### config.mk
export PLATFORM = sky130hd
export DESIGN_NAME = forwarding_ctrl
export DESIGN_NICKNAME = d
export VERILOG_FILES = /design/src/rtl/fwd_pkg.sv /design/src/rtl/fwd_compare.sv /design/src/rtl/forwarding_ctrl.sv
export SDC_FILE = /design/constraint.sdc
export NUM_CORES = 1
export LEC_CHECK = 0
export ABC_AREA = 1
export BUFFER_PORTS_ARGS = -buffer_cell sky130_fd_sc_hd__buf_4
export CAP_MARGIN = 25
export CORE_ASPECT_RATIO = 1.25
export CORE_UTILIZATION = 46
export DETAILED_ROUTE_END_ITERATION = 16
export GPL_TIMING_DRIVEN = 0
export HOLD_SLACK_MARGIN = 0.02
export MAX_ROUTING_LAYER = met4
export PLACE_DENSITY_LB_ADDON = 0.25
export REMOVE_ABC_BUFFERS = 1
export SYNTH_ARGS = -nofsm -noshare
export SYNTH_HDL_FRONTEND = slang
export SYNTH_SLANG_ARGS = --single-unit
### constraint.sdc
create_clock -name clk -period 1.3 [get_ports clk]
set_input_delay 0.13 -clock clk [delete_from_list [all_inputs] [get_ports clk]]
set_output_delay 0.13 -clock clk [all_outputs]
set_load 0.005 [all_outputs]
### src/rtl/fwd_pkg.sv
// Shared types and helpers for the hazard/forwarding controller: the shadow
// pipeline entry and the producer/consumer register match rule.
package fwd_pkg;

    localparam int REG_ADDR_W = 3;
    localparam logic [REG_ADDR_W-1:0] REG_ZERO = '0;

    typedef struct packed {
        logic                  valid;
        logic                  wr;
        logic                  load;
        logic [REG_ADDR_W-1:0] dst;
    } hz_entry_t;

    // r0 is hardwired zero, so a write to it never produces a forwardable value
    function automatic logic entry_match(
        input hz_entry_t             e,
        input logic [REG_ADDR_W-1:0] src,
        input logic                  use_src
    );
        return e.valid & e.wr & (e.dst != REG_ZERO) & (e.dst == src) & use_src;
    endfunction

endpackage

### src/rtl/fwd_compare.sv
// Per-operand comparator: decides which in-flight producer (if any) feeds one
// source operand, and whether that producer is a load still in EX.
module fwd_compare
    import fwd_pkg::*;
(
    input  hz_entry_t             ex,
    input  hz_entry_t             mem,
    input  logic [REG_ADDR_W-1:0] src,
    input  logic                  use_src,
    output logic                  hit_one,
    output logic                  hit_two,
    output logic                  load_hit
);

    logic ex_match;
    logic mem_match;

    assign ex_match  = entry_match(ex, src, use_src);
    assign mem_match = entry_match(mem, src, use_src);

    // The younger producer in EX shadows any older write in MEM
    assign hit_one  = ex_match;
    assign hit_two  = ~ex_match & mem_match;
    assign load_hit = ex_match & ex.load;

endmodule

### src/rtl/forwarding_ctrl.sv
// Hazard detection and operand-forwarding control beside the ID/EX register.
// Selects are registered so they line up with the consumer's EX cycle.
module forwarding_ctrl #(
    parameter int REG_ADDR_W = 3,
    parameter int CNT_W      = 16
) (
    input  logic                  clk,
    input  logic                  rst,
    input  logic                  hold,
    input  logic                  flush,
    input  logic                  id_valid,
    input  logic [REG_ADDR_W-1:0] id_src_a,
    input  logic [REG_ADDR_W-1:0] id_src_b,
    input  logic                  id_use_a,
    input  logic                  id_use_b,
    input  logic [REG_ADDR_W-1:0] id_dst,
    input  logic                  id_wr,
    input  logic                  id_load,
    output logic                  one_A,
    output logic                  one_B,
    output logic                  two_A,
    output logic                  two_B,
    output logic                  stall,
    output logic [CNT_W-1:0]      stall_count
);
    import fwd_pkg::*;

    hz_entry_t        ex_q, ex_d;
    hz_entry_t        mem_q, mem_d;
    logic             one_a_q, one_a_d, one_b_q, one_b_d;
    logic             two_a_q, two_a_d, two_b_q, two_b_d;
    logic [CNT_W-1:0] cnt_q, cnt_d;

    logic hit_one_a, hit_two_a, load_hit_a;
    logic hit_one_b, hit_two_b, load_hit_b;
    logic issue;

    fwd_compare u_cmp_a (
        .ex       (ex_q),
        .mem      (mem_q),
        .src      (id_src_a),
        .use_src  (id_use_a),
        .hit_one  (hit_one_a),
        .hit_two  (hit_two_a),
        .load_hit (load_hit_a)
    );

    fwd_compare u_cmp_b (
        .ex       (ex_q),
        .mem      (mem_q),
        .src      (id_src_b),
        .use_src  (id_use_b),
        .hit_one  (hit_one_b),
        .hit_two  (hit_two_b),
        .load_hit (load_hit_b)
    );

    // Driven from the (possibly frozen) state even while hold is asserted
    assign stall = id_valid & (load_hit_a | load_hit_b);
    assign issue = id_valid & ~stall;

    always_comb begin
        ex_d    = ex_q;
        mem_d   = mem_q;
        one_a_d = one_a_q;
        one_b_d = one_b_q;
        two_a_d = two_a_q;
        two_b_d = two_b_q;
        cnt_d   = cnt_q;
        if (!hold) begin
            if (flush) begin
                ex_d    = '0;
                mem_d   = '0;
                one_a_d = 1'b0;
                one_b_d = 1'b0;
                two_a_d = 1'b0;
                two_b_d = 1'b0;
            end else begin
                mem_d   = ex_q;
                ex_d    = '{valid: issue, wr: id_wr, load: id_load, dst: id_dst};
                one_a_d = issue & hit_one_a;
                one_b_d = issue & hit_one_b;
                two_a_d = issue & hit_two_a;
                two_b_d = issue & hit_two_b;
                if (stall && (cnt_q != {CNT_W{1'b1}})) begin
                    cnt_d = cnt_q + 1'b1;
                end
            end
        end
    end

    always_ff @(posedge clk or posedge rst) begin
        if (rst) begin
            ex_q    <= '0;
            mem_q   <= '0;
            one_a_q <= 1'b0;
            one_b_q <= 1'b0;
            two_a_q <= 1'b0;
            two_b_q <= 1'b0;
            cnt_q   <= '0;
        end else begin
            ex_q    <= ex_d;
            mem_q   <= mem_d;
            one_a_q <= one_a_d;
            one_b_q <= one_b_d;
            two_a_q <= two_a_d;
            two_b_q <= two_b_d;
            cnt_q   <= cnt_d;
        end
    end

    assign one_A       = one_a_q;
    assign one_B       = one_b_q;
    assign two_A       = two_a_q;
    assign two_B       = two_b_q;
    assign stall_count = cnt_q;

endmodule

---- Word-level counts from Yosys, hierarchy flattened ----
Cells that the tools add are included.
word-level totals
  register bits ........................... 31
  latch bits .............................. 0
  bits in writable memories ............... 0
  bits in read-only memories .............. 0
  input port bits ......................... 18
  output and inout bits ................... 21
  word-level logic and storage cells ...... 56
  memories kept ........................... 0
operators by class
  add/sub/neg operators ................... 1
  multipliers ............................. 0
  divide/modulo/power cells ............... 0
  order comparisons ....................... 0
  eq/ne operators ......................... 5
  shifts and indexed selects .............. 0
  mux-type cells .......................... 6
  bitwise gates (word level) .............. 28
  reduce and logical (&&, ||, !) cells .... 4
operators by type and width
  operator                                       number
  AND 1 bit                                      22
  adder 16 x 1 -> 16 bit, second input constant  1
  != test 16 bit, second input constant          1
  == test 3 bit                                  4
  2-to-1 mux 6 bit                               2
  nonzero test 3 bit                             2
  NOT 1 bit                                      5
  2-to-1 mux 1 bit                               4
  AND reduction 3 bit                            1
  logical AND 1 bit                              1
  OR 1 bit                                       1

---- Logic depth before layout (Yosys ltp) ----
Gate-level depths: netlist of run 1.
  depth after elaboration ................. 11
  gate-level depth with buffers ........... 11
  depth with buffers taken out ............ 10

---- Cells and area by module ----
Synthesis of run 1 repeated with hierarchy kept, for this count alone.
unflattened totals
  cells, all modules ...................... 304
  area total of the unflattened synthesis .. 1996.9 um2
by module, submodules not included
  module           times used  cells each  area each (um2)  seq. area each (um2)
  forwarding_ctrl  1           220         1639.1           800.8
  fwd_compare      2           42          178.9            0.0

---- Worst setup path after synthesis of run 1 ----
No wires, ideal clock.
  path kind ............................... register to register
  from .................................... register cnt_q[0] (netlist: stall_count[0])
  to ...................................... register cnt_q[5] (netlist: stall_count[5])
  library setup time ...................... 0.117 ns
  arrival time ............................ 1.378 ns
  required time ........................... 1.183 ns
  slack ................................... -0.195 ns
  cell stages (with the launch flop) ...... 10
  path buffers ............................ 1
  clock period less this slack ............ 1.495 ns
  path through ............................ dfrtp_1 -> ha_1 -> nand3_1 -> nor2_2 -> nand4_2 -> inv_1 -> nor2_2 -> buf_6 -> nand3_1 -> nand2_1
between the ends
  longest elaborated chain between the ends .. 3
  elaborated cells on any way between the ends .. 4
  classes of those cells .................. add/sub (1); eq/ne (1); reduce/logical (2)
ends and longest elaborated chain
  what                                                            line                    source
  start, declared                                                 forwarding_ctrl.sv:32   logic [CNT_W-1:0] cnt_q, cnt_d;
  start signal, assigned                                          forwarding_ctrl.sv:108  cnt_q <= cnt_d;
  branches (longest 3 deep; another with adder 16 x 1 -> 16 bit)  n/a
Several ways; the timed one is not identified.
A chain may end at the register's enable or synchronous reset.

---- Worst setup path in the final report of run 1 ----
  from .................................... register ex_q[0] in the netlist's numbering
  to ...................................... output port stall
between the ends
  longest elaborated chain between the ends .. 7
  elaborated cells on any way between the ends .. 12
  classes of those cells .................. eq/ne (2); bitwise (9); reduce/logical (1)
ends and longest elaborated chain
  what                     line                    source
  start, declared          forwarding_ctrl.sv:28   hz_entry_t ex_q, ex_d;
  start signal, assigned   forwarding_ctrl.sv:94   ex_q <= '0;
  start signal, assigned   forwarding_ctrl.sv:102  ex_q <= ex_d;
  nonzero test 3 bit       fwd_pkg.sv:21           return e.valid & e.wr & (e.dst != REG_ZERO) & (e.dst == src) & use_src;
  AND 1 bit (3 in series)  fwd_pkg.sv:21
  AND 1 bit                fwd_compare.sv:24       assign load_hit = ex_match & ex.load;
  OR 1 bit (*)             forwarding_ctrl.sv:59   assign stall = id_valid & (load_hit_a | load_hit_b);
  AND 1 bit (*)            forwarding_ctrl.sv:59
  end, declared            forwarding_ctrl.sv:23   output logic stall,
Mark *: on every way between the ends. The rest lies on a longest branch, timed or not.

==> results of run 1 <==
[registers in the layout, indices dropped and copies added (netlist names)]
signal	flops
one_A	1
two_A	1
stall_count	16
ex_q	6
two_B	1
mem_q	5
one_B	1
[metal layers]
layer  routed length (um)  global-route usage (%)
met4                  168                    11.1
met1                 1980                    29.0
met3                  190                    5.67
met5                    0                       -
met2                 2510                    42.8
[cell type report]
type / count / area share (%)
Clock buffer: 6 / 3.30
Clock inverter: 1 / 0.200
Inverter: 33 / 5.14
Multi-Input combinational cell: 182 / 41.5
Sequential cell: 31 / 31.1
Tap cell: 54 / 2.70
Timing Repair Buffer: 49 / 16.0
[worst min path at each step]
stage	startpoint	endpoint
floorplan	rst	ex_q[0]$_DFFE_PP0N_
global placement	id_dst[0]	ex_q[0]$_DFFE_PP0N_
detailed placement	rst	stall_count[2]$_DFFE_PP0P_
CTS	id_dst[0]	ex_q[0]$_DFFE_PP0N_
global route	id_dst[0]	ex_q[0]$_DFFE_PP0N_
finish	id_dst[0]	ex_q[0]$_DFFE_PP0N_
[per-stage QoR]
step	hold WS (ns)	TNS, ns	cells	total power (uW)	util, %
2_1_floorplan	0.234	-5.47	244	1150	-
3_3_place_gp	0.345	-28.75	336	1230	56.6
3_5_place_dp	0.198	-14.02	337	1250	57.4
4_1_cts	0.0462	-6.84	353	2050	63.4
5_1_grt	0.0720	-9.97	356	2140	65.7
6_report	0.0521	-6.81	356	2050	65.7
[critical path, stage by stage, from the launching register on]
cell,delay (ns)
dfrtp_2,0.44
buf_6,0.13
nand2_2,0.06
nand2_2,0.05
nor2_2,0.09
nand3_2,0.09
nand2_2,0.10
nand3_4,0.12
inv_2,0.08
buf_6,0.09
[timing repair]
action | 4_1_cts | 5_1_grt
endpoints found under the hold margin | 10 | 0
cloned | 2 | 0
hold buffers | 1 | 0
endpoints found under the setup margin | 24 | 22
setup buffers | 6 | 3
gates resized for setup | 19 | 21
pin swaps | 10 | 17
[cell families after synthesis]
logic type / count (synthesis)
DFF: 31
buffers and inverters: 38
xor gates and xnor gates: 14
and+or+nand+nor: 143
AOI/OAI and AO/OA: 22
adders and majority gates: 1
[power by group through the flow]
stage | clock (uW) | combinational, uW | sequential [uW]
final | 775 | 259 | 1020
after global placement | 0 | 201 | 1030
after global routing | 831 | 286 | 1020
after detailed placement | 0 | 216 | 1030
after floorplan | 0 | 120 | 1030
after CTS | 791 | 238 | 1020
[layout by cell type, fill, tap and decap left out, types with 2 or more instances in the layout]
cell and n:
nand3_2 3, o21ai_1 4, nor3_1 3, inv_2 2, xor2_1 9, o22ai_1 5
nand4_4 3, nand2_1 76, nor2_1 9, nor2_2 7, dfrtp_2 3, dfrtp_1 28
buf_6 3, o21ai_0 6, nand4_1 8, nor2_4 5, xnor2_1 5, buf_4 44
nand3_1 23, clkbuf_8 6, nand2_2 5, inv_4 2, inv_1 29
==> impl_metrics.toml, run 1 <==
[routing]
first_pass_iters = 4
ant_nets = 0
route.detailed.drc = 0
routed_via_density = 5.17
wl_per_cell_um = 13.6
routed_wl_um = 4850
drtIter0Drc = 82
vias = 1839

[synthesis]
async_flop_share_pct = 100
netlist_area_um2 = 1850
syn_area_per_cell_um2 = 7.41
synth_common_cells = "81 x nand2_1, 31 x dfrtp_1, 31 x inv_1"
synth.largest_area_cell = "dfrtp_1"
synth_compound_gate_area_share_pct = 7.19
synthFlopType = "dfrtp_1"
synthAdderAreaFrac_pct = 0.678
netlist_top_cells_area = "dfrtp_1 42%, nand2_1 16%, nand3_1 6.5%"
synth_top_family_by_area = "simple AND/OR/NAND/NOR gates"
ys_types = 27
ys_seq_area_share_pct = 42.0
synth.mux.area_fraction_pct = 0
netlist.area_leader.share_pct = 42.0
synthCells = 249
yosys.area_share.simple_pct = 34.6
synth_edf_count = 0
synth_xor_area_share_pct = 6.64
yosysMostFrequentCell = "nand2_1"
ys_warn_count = 0
synth-seq-cells = 31

[floorplanning]
fp.coreArea_um2 = 3820
dieArea_um2 = 4270
die_w_um = 58.7
rows = 25
io_pins = 39
die_h_um = 72.8
initial_core_util_pct = 48.4

[placement]
hpwlAfterDp_um = 3160
portBuffers = 38
placed_cell_area_um2 = 2190
gp_congestion = 0.914
place_worst_setup_slack_ns = -0.664

[worst_setup_path]
required_ns = 1.17
cp_max_fo = 4
crit_arrival_ns = 1.53
r2r_setup_slack_ns = -0.34
timing_worst_setup_path_type = "register to primary output"
start_kind = "register"
endpoint_kind = "primary output"
rr_endpoint = "stall_count[15]$_DFFE_PP0P_"
reg2reg_from = "ex_q[0]$_DFFE_PP0N_"
startpoint = "ex_q[0]$_DFFE_PP0N_"
worstSetupEndpoint = "stall"
reg2regPathDepth = 9

[clock_network]
clock-sinks = 31
cts_max_level = 2
clk_latency_ns = 0.28
cts_made_buffers = 5
cts_tree = "yes"
clockBufferDepth = 2
path_clk_slew_ns = 0.07
clock-root-buffer = "clkbuf_8"

[finish]
nets = 321
fillers = 342
final_cell_area_um2 = 2510
diodes = 0
drive_gt1_share_pct = 29.8
ff_latch_area_um2 = 779
area_growth_pct = 35.8
multi_input_area_um2 = 1040

[worst_hold_path]
holdCritPathClass = "input port to register"
whs_path_depth = 3

[global_route]
grt_pass1_vias = 1776
grt_pass1_wl_um = 7920
grt_antenna_before_repair = 0
grt_start_max_net_pins = 25
global_route.usage.total_pct = 25.5
overflow = 0

[power]
switching_power_uw = 541
p_sw_share_pct = 26.4
internal_power_uw = 1510
p_clk_share_pct = 37.7
p_per_area_nw_per_um2 = 820
vdd_ir_drop_max_v = 0.000695
leakagePower_uw = 0.00128
combPwrFrac_pct = 12.6
pwr-share-seq_pct = 49.6

[timing]
worst_slew_pin_slew_ns = 0.635
hold_violations = 0
relSlewSlack_pct = 57.5
fin_crit_sh_pct = 128
skew_ns = 0.00429
fin_crit_ns = 1.66
finalSetupViolCount = 22
worst_slack_ns = -0.362
max_freq_mhz = 602
rsz0062_at_grt = "true"
drv_slew = 0

[run_status]
violations = "negative setup slack"
outcome = "finished, violations left"

[flow_run]
cap_violations = 0
Note: power is estimated with default switching activity, not from simulation.
==> run 2: changes to the inputs <==
--- a/config.mk
+++ b/config.mk
@@ -9,6 +9,7 @@
 export BUFFER_PORTS_ARGS = -buffer_cell sky130_fd_sc_hd__buf_4
 export CAP_MARGIN = 25
 export CORE_ASPECT_RATIO = 1.25
+export CORE_MARGIN = 5
 export CORE_UTILIZATION = 46
 export DETAILED_ROUTE_END_ITERATION = 16
 export GPL_TIMING_DRIVEN = 0
==> impl_metrics.toml, run 2 (synthesized netlist as in run 1, its figures left out) <==
[run_status]
outcome = "finished, violations left"
violations = "negative setup slack"

[timing]
worst_slack_ns = -0.367
skew_ns = 0.00926
relSlewSlack_pct = 71.0
fin_crit_sh_pct = 128
hold_violations = 0
rsz0062_at_grt = "true"
finalSetupViolCount = 22
max_freq_mhz = 600
worst_slew_pin_slew_ns = 0.434
fin_crit_ns = 1.67
drv_slew = 0

[routing]
vias = 1879
routed_via_density = 5.20
routed_wl_um = 5030
route.detailed.drc = 0
drtIter0Drc = 93
ant_nets = 0
first_pass_iters = 4
wl_per_cell_um = 13.9

[clock_network]
cts_made_buffers = 5
clock-root-buffer = "clkbuf_8"
clockBufferDepth = 2
clk_latency_ns = 0.30
clock-sinks = 31
cts_tree = "yes"
path_clk_slew_ns = 0.07
cts_max_level = 2

[finish]
final_core_util_pct = 67.2
nets = 325
final_cell_mix = "75 x nand2_1, 48 x buf_4, 28 x inv_1"
drive_gt1_share_pct = 33.9
largest_register_ffs = 16
area_growth_pct = 40.1
diodes = 0
mostFrequentLayoutCell = "nand2_1"

[worst_setup_path]
timing_worst_setup_path_type = "register to primary output"
crit_slowest_cell = "dfrtp_1"
start_kind = "register"
crit_family = "simple AND/OR/NAND/NOR gates"
critPathMaxStageDelay_ns = 0.40
crit_top_cell = "nand2_2"
endpoint_kind = "primary output"
cp_max_fo = 3
crit_arrival_ns = 1.54
path_buf_inv = 3
required_ns = 1.17
crit_chain = "buf_4 -> nand2_1 -> nand2_2 -> nor2_2 -> nand3_2 -> nand2_2 -> nand3_4 -> inv_2 -> buf_6"

[floorplanning]
initial_core_util_pct = 48.0
fp.coreArea_um2 = 3850
io_pins = 39
die_w_um = 66.7
rows = 25
dieArea_um2 = 5390
die_h_um = 80.8

[global_route]
grt_pass1_wl_um = 8320
grt_antenna_before_repair = 0
grt_pass1_vias = 1902
grt_start_max_net_pins = 25
overflow = 0
global_route.usage.total_pct = 21.1

[power]
vdd_ir_drop_max_v = 0.000563
p_per_area_nw_per_um2 = 884
leakagePower_uw = 0.00132

[placement]
gp_congestion = 0.923
place_worst_setup_slack_ns = -0.530
hpwlAfterDp_um = 3250
portBuffers = 38

[flow_run]
cap_violations = 0

[worst_hold_path]
holdCritPathClass = "input port to register"
==> run 2: repair_timing <==
item / 4_1_cts / 5_1_grt
hold buffers: 1 / 0
buffers inserted: 13 / 1
pin swaps: 11 / 11
gates cloned: 1 / 0
endpoints found under the setup margin: 22 / 22
endpoints found under the hold margin: 8 / 0
resized for setup: 26 / 18
==> run 2: final timing paths <==
check,from,endpoint,slack (ns),depth (start not counted)
worst max-delay path,ex_q[2]$_DFFE_PP0N_,stall,-0.37,9
worst min-delay path,id_dst[0],ex_q[0]$_DFFE_PP0N_,0.04,3
worst max register to register,ex_q[1]$_DFFE_PP0N_,stall_count[5]$_DFFE_PP0P_,-0.35,8
worst min register to register,two_A$_DFFE_PP0N_,two_A$_DFFE_PP0N_,0.47,2
max in group asynchronous,rst,stall_count[9]$_DFFE_PP0P_,0.43,4
min in group asynchronous,rst,stall_count[0]$_DFFE_PP0P_,0.40,3
==> run 2: worst register-to-register path, cell delays in order, from the launching register on <==
cell     delay (ns)
dfrtp_2        0.43
nor2_2         0.05
a21oi_2        0.22
buf_4          0.16
nand4_1        0.13
nand2_2        0.18
nand4_4        0.18
nand2_1        0.12
nand2_1        0.06
==> run 2: through the flow <==
stage	instances	TNS [ns]	area (um^2)	total power [uW]	hold WS, ns
final	361	-6.16	2580	2290	0.0351
after global placement	336	-30.48	2160	1240	0.343
after CTS	360	-6.37	2530	2280	0.0387
after detailed placement	338	-8.23	2200	1260	0.161
after floorplan	244	-5.47	1810	1150	0.234
after global routing	361	-8.34	2580	2370	0.0488
==> run 2: cell type report <==
type	count	area (um^2)
Fill cell	337	1260
Multi-Input combinational cell	181	1040
Sequential cell	31	785
Timing Repair Buffer	54	455
Inverter	33	124
Clock buffer	6	82.6
Tap cell	54	67.6
Clock inverter	2	35.0
==> run 2: report_power, final <==
part	internal, uW	total, uW	switching, uW
Clock	620	1010	390
Sequential	991	1020	27.1
Combinational	110	258	148
==> run 2: metal layers <==
| layer | global-route usage (%) | wire length [um] | share of wire, % | vias to the layer above |
|---|---|---|---|---|
| met5 | - | 0 | 0 | - |
| met3 | 3.32 | 217 | 4.3 | 16 |
| met1 | 23.0 | 1980 | 39 | 900 |
| met2 | 36.2 | 2680 | 53 | 45 |
| met4 | 12.2 | 147 | 2.9 | 0 |
| li1 | - | - | - | 918 |
